--- src/rtl/pb_queue_ctrl_if.sv ---
// Packet-buffer queue controller bus: upstream byte strobe, packet-buffer
// write port and downstream transmitter handshake.
// Optional: PB_QUEUE_DROP_STATS_EN adds the 16-bit drop_cnt signal.
interface pb_queue_ctrl_if #(
    parameter int RAM_SIZE = 4096,
    parameter int PKT_LEN  = 1000
);
    localparam int PW = $clog2(PKT_LEN);
    localparam int P  = 1 << PW;
    localparam int Q  = RAM_SIZE / P;
    localparam int QW = $clog2(Q);
    localparam int AW = $clog2(RAM_SIZE);

    // upstream byte receiver
    logic          inclk;
    logic [7:0]    in;
    // packet-buffer write port
    logic          ram_we;
    logic [AW-1:0] ram_waddr;
    logic [7:0]    ram_win;
    // downstream transmitter
    logic          tx_start;
    logic [AW-1:0] tx_read_start;
    logic [AW:0]   tx_read_end;
    logic          tx_done;
    // status
    logic [QW-1:0] occupancy;
    logic          tx_busy;
`ifdef PB_QUEUE_DROP_STATS_EN
    logic [15:0]   drop_cnt;
`endif

    // controller side
    modport master (
        input  inclk, in, tx_done,
        output ram_we, ram_waddr, ram_win,
        output tx_start, tx_read_start, tx_read_end,
        output occupancy, tx_busy
`ifdef PB_QUEUE_DROP_STATS_EN
        , output drop_cnt
`endif
    );

    // environment side (byte source, buffer RAM, transmitter)
    modport slave (
        output inclk, in, tx_done,
        input  ram_we, ram_waddr, ram_win,
        input  tx_start, tx_read_start, tx_read_end,
        input  occupancy, tx_busy
`ifdef PB_QUEUE_DROP_STATS_EN
        , input drop_cnt
`endif
    );
endinterface

--- src/rtl/pb_queue_ctrl.sv ---
// Packet-buffer queue controller.
// Incoming bytes are written into fixed-size slots of a packet RAM; each
// completed packet is committed to a circular queue of Q slots and handed
// to the downstream transmitter one at a time.
// Optional: define PB_QUEUE_DROP_STATS_EN to add a saturating drop counter.
module pb_queue_ctrl #(
    parameter int RAM_SIZE     = 4096,
    parameter int PKT_LEN      = 1000,
    parameter int IDLE_TIMEOUT = 50000
) (
    input logic           clk,
    input logic           rst,
    pb_queue_ctrl_if.master bus
);
    localparam int PW = $clog2(PKT_LEN);          // byte offset bits in a slot
    localparam int P  = 1 << PW;                  // slot (partition) size
    localparam int Q  = RAM_SIZE / P;             // slot count
    localparam int QW = $clog2(Q);                // slot pointer bits
    localparam int AW = $clog2(RAM_SIZE);
    localparam int IW = $clog2(IDLE_TIMEOUT + 1);

    localparam logic [PW-1:0] CNT_LAST  = PW'(PKT_LEN - 1);
    localparam logic [IW-1:0] IDLE_MAX  = IW'(IDLE_TIMEOUT);
    localparam logic [IW-1:0] IDLE_LAST = IW'(IDLE_TIMEOUT - 1);
    localparam logic [AW:0]   LEN_EXT   = (AW+1)'(PKT_LEN);

    // TX state encoding
    localparam logic [1:0] S_IDLE   = 2'd0;
    localparam logic [1:0] S_START  = 2'd1;
    localparam logic [1:0] S_ACTIVE = 2'd2;

    logic [PW-1:0] cnt;
    logic [QW-1:0] head;
    logic [QW-1:0] tail;
    logic [QW-1:0] tail_inc;
    logic [QW-1:0] head_inc;
    logic [IW-1:0] idle_cnt;
    logic [1:0]    state;

    logic          ram_we_q;
    logic [AW-1:0] ram_waddr_q;
    logic [7:0]    ram_win_q;

    logic last_byte;
    logic full;
    logic commit;
    logic drop;
    logic tx_pop;
    logic idle_hit;

    assign tail_inc  = tail + 1'b1;
    assign head_inc  = head + 1'b1;

    // A slot is only committed while at least one slot stays free, so the
    // writer can never reach the slot the transmitter is reading.
    assign last_byte = bus.inclk && (cnt == CNT_LAST);
    assign full      = (tail_inc == head);
    assign commit    = last_byte && !full;
    assign drop      = last_byte && full;
    assign tx_pop    = (state == S_ACTIVE) && bus.tx_done;

    // Fires on the cycle the idle counter reaches IDLE_TIMEOUT.
    assign idle_hit  = !bus.inclk && (idle_cnt == IDLE_LAST);

    // Idle counter: restarts on each byte, saturates at the timeout value.
    always_ff @(posedge clk or posedge rst) begin
        if (rst)
            idle_cnt <= '0;
        else if (bus.inclk)
            idle_cnt <= '0;
        else if (idle_cnt != IDLE_MAX)
            idle_cnt <= idle_cnt + 1'b1;
    end

    // Byte-in-packet counter; a stalled partial packet is abandoned on timeout.
    always_ff @(posedge clk or posedge rst) begin
        if (rst)
            cnt <= '0;
        else if (bus.inclk)
            cnt <= last_byte ? '0 : cnt + 1'b1;
        else if (idle_hit && cnt != '0)
            cnt <= '0;
    end

    // Tail pointer: advances only on a committed packet. A dropped packet
    // leaves tail alone so the next packet overwrites the same slot.
    always_ff @(posedge clk or posedge rst) begin
        if (rst)
            tail <= '0;
        else if (commit)
            tail <= tail_inc;
    end

    // Head pointer: advances when the transmitter finishes the head packet.
    always_ff @(posedge clk or posedge rst) begin
        if (rst)
            head <= '0;
        else if (tx_pop)
            head <= head_inc;
    end

    // Registered packet-buffer write port (one cycle behind the byte strobe).
    always_ff @(posedge clk or posedge rst) begin
        if (rst) begin
            ram_we_q    <= 1'b0;
            ram_waddr_q <= '0;
            ram_win_q   <= '0;
        end else begin
            ram_we_q <= bus.inclk;
            if (bus.inclk) begin
                ram_waddr_q <= {tail, cnt};
                ram_win_q   <= bus.in;
            end
        end
    end

    // TX launcher: one-cycle START pulse, then wait for tx_done in ACTIVE.
    always_ff @(posedge clk or posedge rst) begin
        if (rst)
            state <= S_IDLE;
        else begin
            case (state)
                S_IDLE:   if (head != tail) state <= S_START;
                S_START:  state <= S_ACTIVE;
                S_ACTIVE: if (bus.tx_done) state <= S_IDLE;
                default:  state <= S_IDLE;
            endcase
        end
    end

`ifdef PB_QUEUE_DROP_STATS_EN
    logic [15:0] drop_cnt_q;

    // Saturating count of packets discarded because the queue was full.
    always_ff @(posedge clk or posedge rst) begin
        if (rst)
            drop_cnt_q <= '0;
        else if (drop && drop_cnt_q != 16'hFFFF)
            drop_cnt_q <= drop_cnt_q + 1'b1;
    end

    assign bus.drop_cnt = drop_cnt_q;
`else
    logic unused_drop;
    assign unused_drop = drop;
`endif

    assign bus.ram_we        = ram_we_q;
    assign bus.ram_waddr     = ram_waddr_q;
    assign bus.ram_win       = ram_win_q;

    // head only moves on ACTIVE exit, so the read window is stable for the
    // whole START/ACTIVE span.
    assign bus.tx_start      = (state == S_START);
    assign bus.tx_busy       = (state == S_START) || (state == S_ACTIVE);
    assign bus.tx_read_start = {head, {PW{1'b0}}};
    assign bus.tx_read_end   = {1'b0, bus.tx_read_start} + LEN_EXT;

    // Q is a power of two, so plain subtraction wraps modulo Q.
    assign bus.occupancy     = tail - head;

endmodule

--- src/flat_wrapper.sv ---
// flat-port wrapper written by rule: the top's interface ports become plain ports
module pb_queue_ctrl_flat 
#(
    parameter int RAM_SIZE     = 4096,
    parameter int PKT_LEN      = 1000,
    parameter int IDLE_TIMEOUT = 50000
)
  (clk, rst, bus_inclk, bus_in, bus_tx_done, bus_ram_we, bus_ram_waddr, bus_ram_win, bus_tx_start, bus_tx_read_start, bus_tx_read_end, bus_occupancy, bus_tx_busy);
  pb_queue_ctrl_if #(.RAM_SIZE(RAM_SIZE), .PKT_LEN(PKT_LEN)) bus_i ();
  input logic clk;
  input logic rst;
  input wire logic [$bits(bus_i.inclk)-1:0] bus_inclk;
  input wire logic [$bits(bus_i.in)-1:0] bus_in;
  input wire logic [$bits(bus_i.tx_done)-1:0] bus_tx_done;
  output wire logic [$bits(bus_i.ram_we)-1:0] bus_ram_we;
  output wire logic [$bits(bus_i.ram_waddr)-1:0] bus_ram_waddr;
  output wire logic [$bits(bus_i.ram_win)-1:0] bus_ram_win;
  output wire logic [$bits(bus_i.tx_start)-1:0] bus_tx_start;
  output wire logic [$bits(bus_i.tx_read_start)-1:0] bus_tx_read_start;
  output wire logic [$bits(bus_i.tx_read_end)-1:0] bus_tx_read_end;
  output wire logic [$bits(bus_i.occupancy)-1:0] bus_occupancy;
  output wire logic [$bits(bus_i.tx_busy)-1:0] bus_tx_busy;
  assign bus_i.inclk = bus_inclk;
  assign bus_i.in = bus_in;
  assign bus_i.tx_done = bus_tx_done;
  assign bus_ram_we = bus_i.ram_we;
  assign bus_ram_waddr = bus_i.ram_waddr;
  assign bus_ram_win = bus_i.ram_win;
  assign bus_tx_start = bus_i.tx_start;
  assign bus_tx_read_start = bus_i.tx_read_start;
  assign bus_tx_read_end = bus_i.tx_read_end;
  assign bus_occupancy = bus_i.occupancy;
  assign bus_tx_busy = bus_i.tx_busy;
  pb_queue_ctrl #(.RAM_SIZE(RAM_SIZE), .PKT_LEN(PKT_LEN), .IDLE_TIMEOUT(IDLE_TIMEOUT)) u_core (.clk(clk), .rst(rst), .bus(bus_i));
endmodule
--- config.mk ---
export PLATFORM = sky130hd
export DESIGN_NAME = pb_queue_ctrl_flat
export DESIGN_NICKNAME = d
export VERILOG_FILES = /design/src/rtl/pb_queue_ctrl_if.sv /design/src/rtl/pb_queue_ctrl.sv /design/src/flat_wrapper.sv
export SDC_FILE = /design/constraint.sdc
export NUM_CORES = 1
export LEC_CHECK = 0
export CAP_MARGIN = 20
export CORE_ASPECT_RATIO = 0.5
export CORE_MARGIN = 2
export CORE_UTILIZATION = 36
export CTS_CLUSTER_DIAMETER = 100
export DETAILED_ROUTE_END_ITERATION = 8
export PLACE_DENSITY_LB_ADDON = 0.3
export SYNTH_ARGS = -nofsm -noshare
export SYNTH_HDL_FRONTEND = slang
export SYNTH_SLANG_ARGS = --single-unit
--- constraint.sdc ---
create_clock -name clk -period 2.13 [get_ports clk]
set_input_delay 0.3195 -clock clk [delete_from_list [all_inputs] [get_ports clk]]
set_output_delay 0.3195 -clock clk [all_outputs]
set_load 0.02 [all_outputs]
Word-level counts from Yosys, hierarchy flattened
Cells that the tools add are included.
W data, S select, Z words.
{"block": "classes", "addsub": 6, "n_eq_ne": 9, "mux": 8, "n_reduce_logical": 13}
{"cell": "$mux W16", "n": 2}
{"cell": "$mux W10", "n": 3}
{"cell": "$add A16 B1 Y16 const B", "n": 1}
{"cell": "$eq A16 B16 Y1 const B", "n": 1}
{"cell": "$ne A16 B16 Y1 const B", "n": 1}
{"cell": "$add A12 B10 Y13 const B", "n": 1}
{"cell": "$add A10 B1 Y10 const B", "n": 1}
{"cell": "$eq A10 B10 Y1 const B", "n": 1}
{"cell": "$reduce_bool A10 Y1", "n": 1}
{"cell": "$pmux W2 S3", "n": 1}
{"cell": "$logic_and A1 B1 Y1", "n": 5}
{"cell": "$add A2 B1 Y2 const B", "n": 2}
{"cell": "$mux W2", "n": 2}
{"cell": "$reduce_bool A2 Y1", "n": 2}
{"cell": "$eq A2 B1 Y1 const B", "n": 1}
{"cell": "$eq A2 B2 Y1", "n": 1}
{"cell": "$eq A2 B2 Y1 const B", "n": 1}
{"cell": "$logic_not A1 Y1", "n": 2}
{"cell": "$logic_not A2 Y1", "n": 1}
{"cell": "$ne A2 B1 Y1 const B", "n": 1}
{"cell": "$ne A2 B2 Y1", "n": 1}
{"cell": "$ne A2 B2 Y1 const B", "n": 1}
{"cell": "$reduce_and A2 Y1", "n": 1}
{"cell": "$sub A2 B2 Y2", "n": 1}
{"cell": "$logic_or A1 B1 Y1", "n": 1}
{"block": "totals", "register_bits": 53, "out_inout_bits": 50, "wordCells": 44}

Depth between registers and ports, before layout
{"block": "depth", "word_depth": 5, "ltp_mapped": 7, "mapped_depth_nobuf": 7}

Least setup slack after synthesis
OpenSTA, ideal clock, no wires.
{"block": "synth_path", "kind": "register to register", "from": "register u_core.idle_cnt[11]", "to": "register u_core.cnt[1]", "setup_ps": 121, "t_arrival_ps": 1466, "required_time_ps": 2009, "slack_ps": 543, "stages_incl_launch_ff": 5, "synth_period_minus_slack_ps": 1587, "path_cell_list": "dfrtp_1 > or3b_4 > nor4_4 > a21oi_2 > a22o_1"}
{"block": "synth_via", "elab_chain_cells": 4}
{"element": "start, declared", "line": "pb_queue_ctrl.sv:37", "source": "logic [IW-1:0] idle_cnt;"}
{"element": "start signal, assigned", "line": "pb_queue_ctrl.sv:72", "source": "idle_cnt <= idle_cnt + 1'b1;"}
{"element": "$eq A16 B16 Y1", "line": "pb_queue_ctrl.sv:63", "source": "assign idle_hit = !bus.inclk && (idle_cnt == IDLE_LAST);"}
{"element": "$logic_and A1 B1 Y1", "line": "pb_queue_ctrl.sv:63"}
{"element": "$logic_and A1 B1 Y1", "line": "pb_queue_ctrl.sv:81", "source": "else if (idle_hit && cnt != '0)"}
{"element": "$reduce_bool A2 Y1 (no line)"}
{"element": "end signal, assigned", "line": "pb_queue_ctrl.sv:80", "source": "cnt <= last_byte ? '0 : cnt + 1'b1;"}
{"element": "end, declared", "line": "pb_queue_ctrl.sv:32", "source": "logic [PW-1:0] cnt;"}
Every way passes these cells.
A chain may end at the register's enable or synchronous reset.

Worst setup path after layout
{"block": "layout_path", "from": "register u_core.state[0]", "to": "output port bus_tx_busy"}
{"block": "layout_via", "elab_chain_cells": 2, "elab_cells_between_ends": 3, "classes_between": "eq/ne (2); reduce/logical (1)"}
{"element": "start, declared", "line": "pb_queue_ctrl.sv:38", "source": "logic [1:0] state;"}
{"element": "start signal, assigned", "line": "pb_queue_ctrl.sv:120", "source": "state <= S_IDLE;"}
{"element": "start signal, assigned", "line": "pb_queue_ctrl.sv:123", "source": "S_IDLE: if (head != tail) state <= S_START;"}
{"element": "start signal, assigned", "line": "pb_queue_ctrl.sv:124", "source": "S_START: state <= S_ACTIVE;"}
{"element": "$eq A2 B1 Y1 or $eq A2 B2 Y1 (tied branches)", "line": "pb_queue_ctrl.sv:155", "source": "assign bus.tx_busy = (state == S_START) || (state == S_ACTIVE);"}
{"element": "$logic_or A1 B1 Y1 (*)", "line": "pb_queue_ctrl.sv:155"}
{"element": "end, declared", "line": "flat_wrapper.sv:22", "source": "output wire logic [$bits(bus_i.tx_busy)-1:0] bus_tx_busy;"}
Every way passes the cells marked *; elsewhere a longest branch is shown, timed or not.

==> results.toml <==
[clock_network]
worstSkewPairLatency_ps = 290
cts_tree = "done"
cts_max_path_buffers = 2
hold_buffers = 0
root_buffer = "clkbuf_16"
clkSlewWorstSetupHoldPaths_ps = 70
htreeDepth = 2
cts.sinks = 53
cts_buffers = 5

[critical_path]
critical_path_arrival_ps = 1610
crit_chain = "inv_1 > ha_1 > clkdlybuf4s50_1"
r2r_slack_ps = 330
critPathKind = "flop to primary output"
worst_setup_path_start_kind = "flop"
cpPeakStageDelay_ps = 590
path_max_fanout = 3
cp-end-kind = "primary output"
worstPathRequired_ps = 1810
cpMaxStageDelayCell = "clkdlybuf4s50_1"

[logic_synthesis]
synth-xor-area-share_pct = 5.94
synth_area_per_cell_um2 = 10.4
yosys_warnings = 0
postSynthCellCount = 269
synthSimpleGateAreaFrac_pct = 18.3
synth_compound_area_share_pct = 6.03
synth.top_cells.by_area = "dfrtp_1 47%, mux2_2 8.4%, buf_4 6.7%, ha_1 4.0%, xor2_1 3.4%"
synthAdderAreaFrac_pct = 4.02
synth_top_family_by_area = "simple AND/OR/NAND/NOR gates"
netlist_area_um2 = 2800
synth_cell_type_count = 43
ys_seq_area_share_pct = 47.3
synth.area.mux_share_pct = 8.79
ys_ff_latch = 53
synth_top_area_share_pct = 47.3
yosysTopAreaCell = "dfrtp_1"

[route]
num_vias = 1983
first_pass_iters = 4
drc_errors = 0
drt_first_iter_violations = 88
detail_route.vias_per_cell = 4.91
routedWlPerCell_um = 12.7
wirelength_mm = 5.11
final_antenna_net_count = 0

[worst_hold_path]
holdCritPathClass = "input port to flop"

[placement]
portBuffers = 40
gp_congestion = 0.762
pre_cts_ws_ps = 281
dpl.hpwl_mm = 3.55

[floorplan]
die_h_um = 66.4
fp.dieW_um = 129
ios = 62
core_area_um2 = 7430
die_area_um2 = 8550
num_rows = 22
start_util_pct = 37.7

[sta]
rsz0062_at_grt = "false"
final-hold-violation-count = 0
fin_crit_ps = 1930
drv_slew = 0
worst_slew_pin_slew_ps = 545
slew_headroom_pct = 63.4
setup-violations-final = 0
fmax_ghz = 0.518
tns_ps = 0
clock_skew_ps = 2.85
setup_ws_ps = 198
fin_crit_sh_pct = 90.7

[grt]
grt_first_pass_wirelength_mm = 8.74
antenna_found_initial = 0
overflow = 0
grt_max_degree = 54
grt_usage_pct = 12.8
grt_pass1_vias = 1901

[cells_and_area]
drive_gt1_share_pct = 13.6
final_cell_mix = "52 x dfrtp_1, 37 x clkdlybuf4s50_1, 25 x nor2_1"
area_growth_pct = 20.9
layout_commonest_cell = "dfrtp_1"
seq_area_um2 = 1330
insertedDiodeCount = 0
multi_input_area_um2 = 1290
final_nets = 328
n_fill_cell = 688

[power]
ir_drop_mv = 0.361
leakagePower_nw = 1.53
power_density_nw_per_um2 = 791

[status]
status = "completed"

[run]
maxCapViolations = 0
## metrics by stage
| stage | std cells | cell area [um2] | hold slack [ps] | power, W | utilization (%) |
|---|---|---|---|---|---|
| finish | 404 | 3390 | 348 | 0.00268 | 45.6 |
| global placement | 396 | 3210 | 471 | 0.00176 | 43.1 |
| CTS | 404 | 3380 | 353 | 0.00271 | 45.5 |
| global route | 404 | 3390 | 365 | 0.00281 | 45.6 |
| detailed placement | 396 | 3210 | 486 | 0.00177 | 43.1 |
| floorplan | 288 | 2870 | 351 | 0.00162 | - |
## synth_stat cells, drive strengths merged
| library cell | count |
|---|---|
| nand2 | 22 |
| o31ai | 2 |
| nor2 | 25 |
| nand3 | 16 |
| mux2 | 21 |
| a22o | 1 |
| nor4b | 1 |
| buf | 27 |
| clkbuf | 4 |
| inv | 11 |
| conb | 2 |
| nor3 | 6 |
| a21oi | 4 |
| or3 | 1 |
| a31oi | 1 |
| nand3b | 2 |
| a21o | 2 |
| nand2b | 1 |
| nand4b | 2 |
| nor4 | 4 |
| and3 | 2 |
| nand4 | 7 |
| xnor2 | 8 |
| nand4bb | 2 |
| xor2 | 11 |
| o311ai | 1 |
| o22ai | 1 |
| and4 | 1 |
| o21bai | 1 |
| o21ai | 12 |
| dfrtp | 53 |
| and2 | 2 |
| ha | 9 |
| or3b | 2 |
| mux2i | 1 |
| a22oi | 1 |
## metal layers
layer / wire length, um / part of all wire, % / global-route usage (%)
met1: 2470 / 48 / 15.5
met2: 2380 / 46 / 22.6
met3: 204 / 4.0 / 2.83
met4: 58 / 1.1 / 4.48
met5: 0 / 0 / 0
## sequential cells by signal, summed over array words and instances, names as in the netlist
signal                cells
u_core.cnt               10
u_core.head               2
u_core.idle_cnt          16
u_core.tail               2
u_core.bus.ram_waddr     12
u_core.bus.ram_we         1
u_core.state              2
u_core.bus.ram_win        8
## path summary, 6_finish.rpt
check	from	endpoint	depth (start not counted)
worst max-delay path	u_core.state[0]	bus_tx_busy	3
worst min-delay path	bus_inclk	u_core.bus.ram_we	1
worst max register to register	u_core.cnt[1]	u_core.cnt[5]	6
worst min register to register	u_core.bus.ram_waddr[9]	u_core.bus.ram_waddr[9]	1
max in group asynchronous	rst	u_core.head[1]	3
min in group asynchronous	rst	u_core.bus.ram_win[3]	3
## worst max-delay path: cells and delay by family (launching register included)
family | cells | cell delay (ps)
buf+inv | 2 | 670
fa+ha+maj | 1 | 280
flops | 1 | 370
## repair_timing
item,CTS,global route
hold endpoints to repair,0,0
gates resized for setup,2,2
cloned,0,0
buffers inserted,0,0
setup endpoints to repair,2,1
## where the power goes
part / total, W / leakage, nW / internal [W] / switching, W
registers: 0.00123 / 0.701 / 0.00111 / 0.000124
logic: 0.000515 / 0.745 / 0.000251 / 0.000265
clock network: 0.000930 / 0.0841 / 0.000587 / 0.000342
## cells by family after synthesis
group | count (synthesis)
simple gates | 96
flops | 53
buf+inv | 42
compound gates | 26
mux | 22
xor+xnor | 19
fa+ha+maj | 9
other cells | 2
## cell type report
| cell class | instances | area share (%) |
|---|---|---|
| Inverter | 11 | 1.22 |
| Timing Repair Buffer | 43 | 12.7 |
| Multi-Input combinational cell | 193 | 38.2 |
| Tap cell | 96 | 3.55 |
| Clock buffer | 7 | 4.21 |
| Sequential cell | 53 | 39.2 |
| Clock inverter | 1 | 0.886 |
No activity file was read; power rests on OpenSTA's default activity.
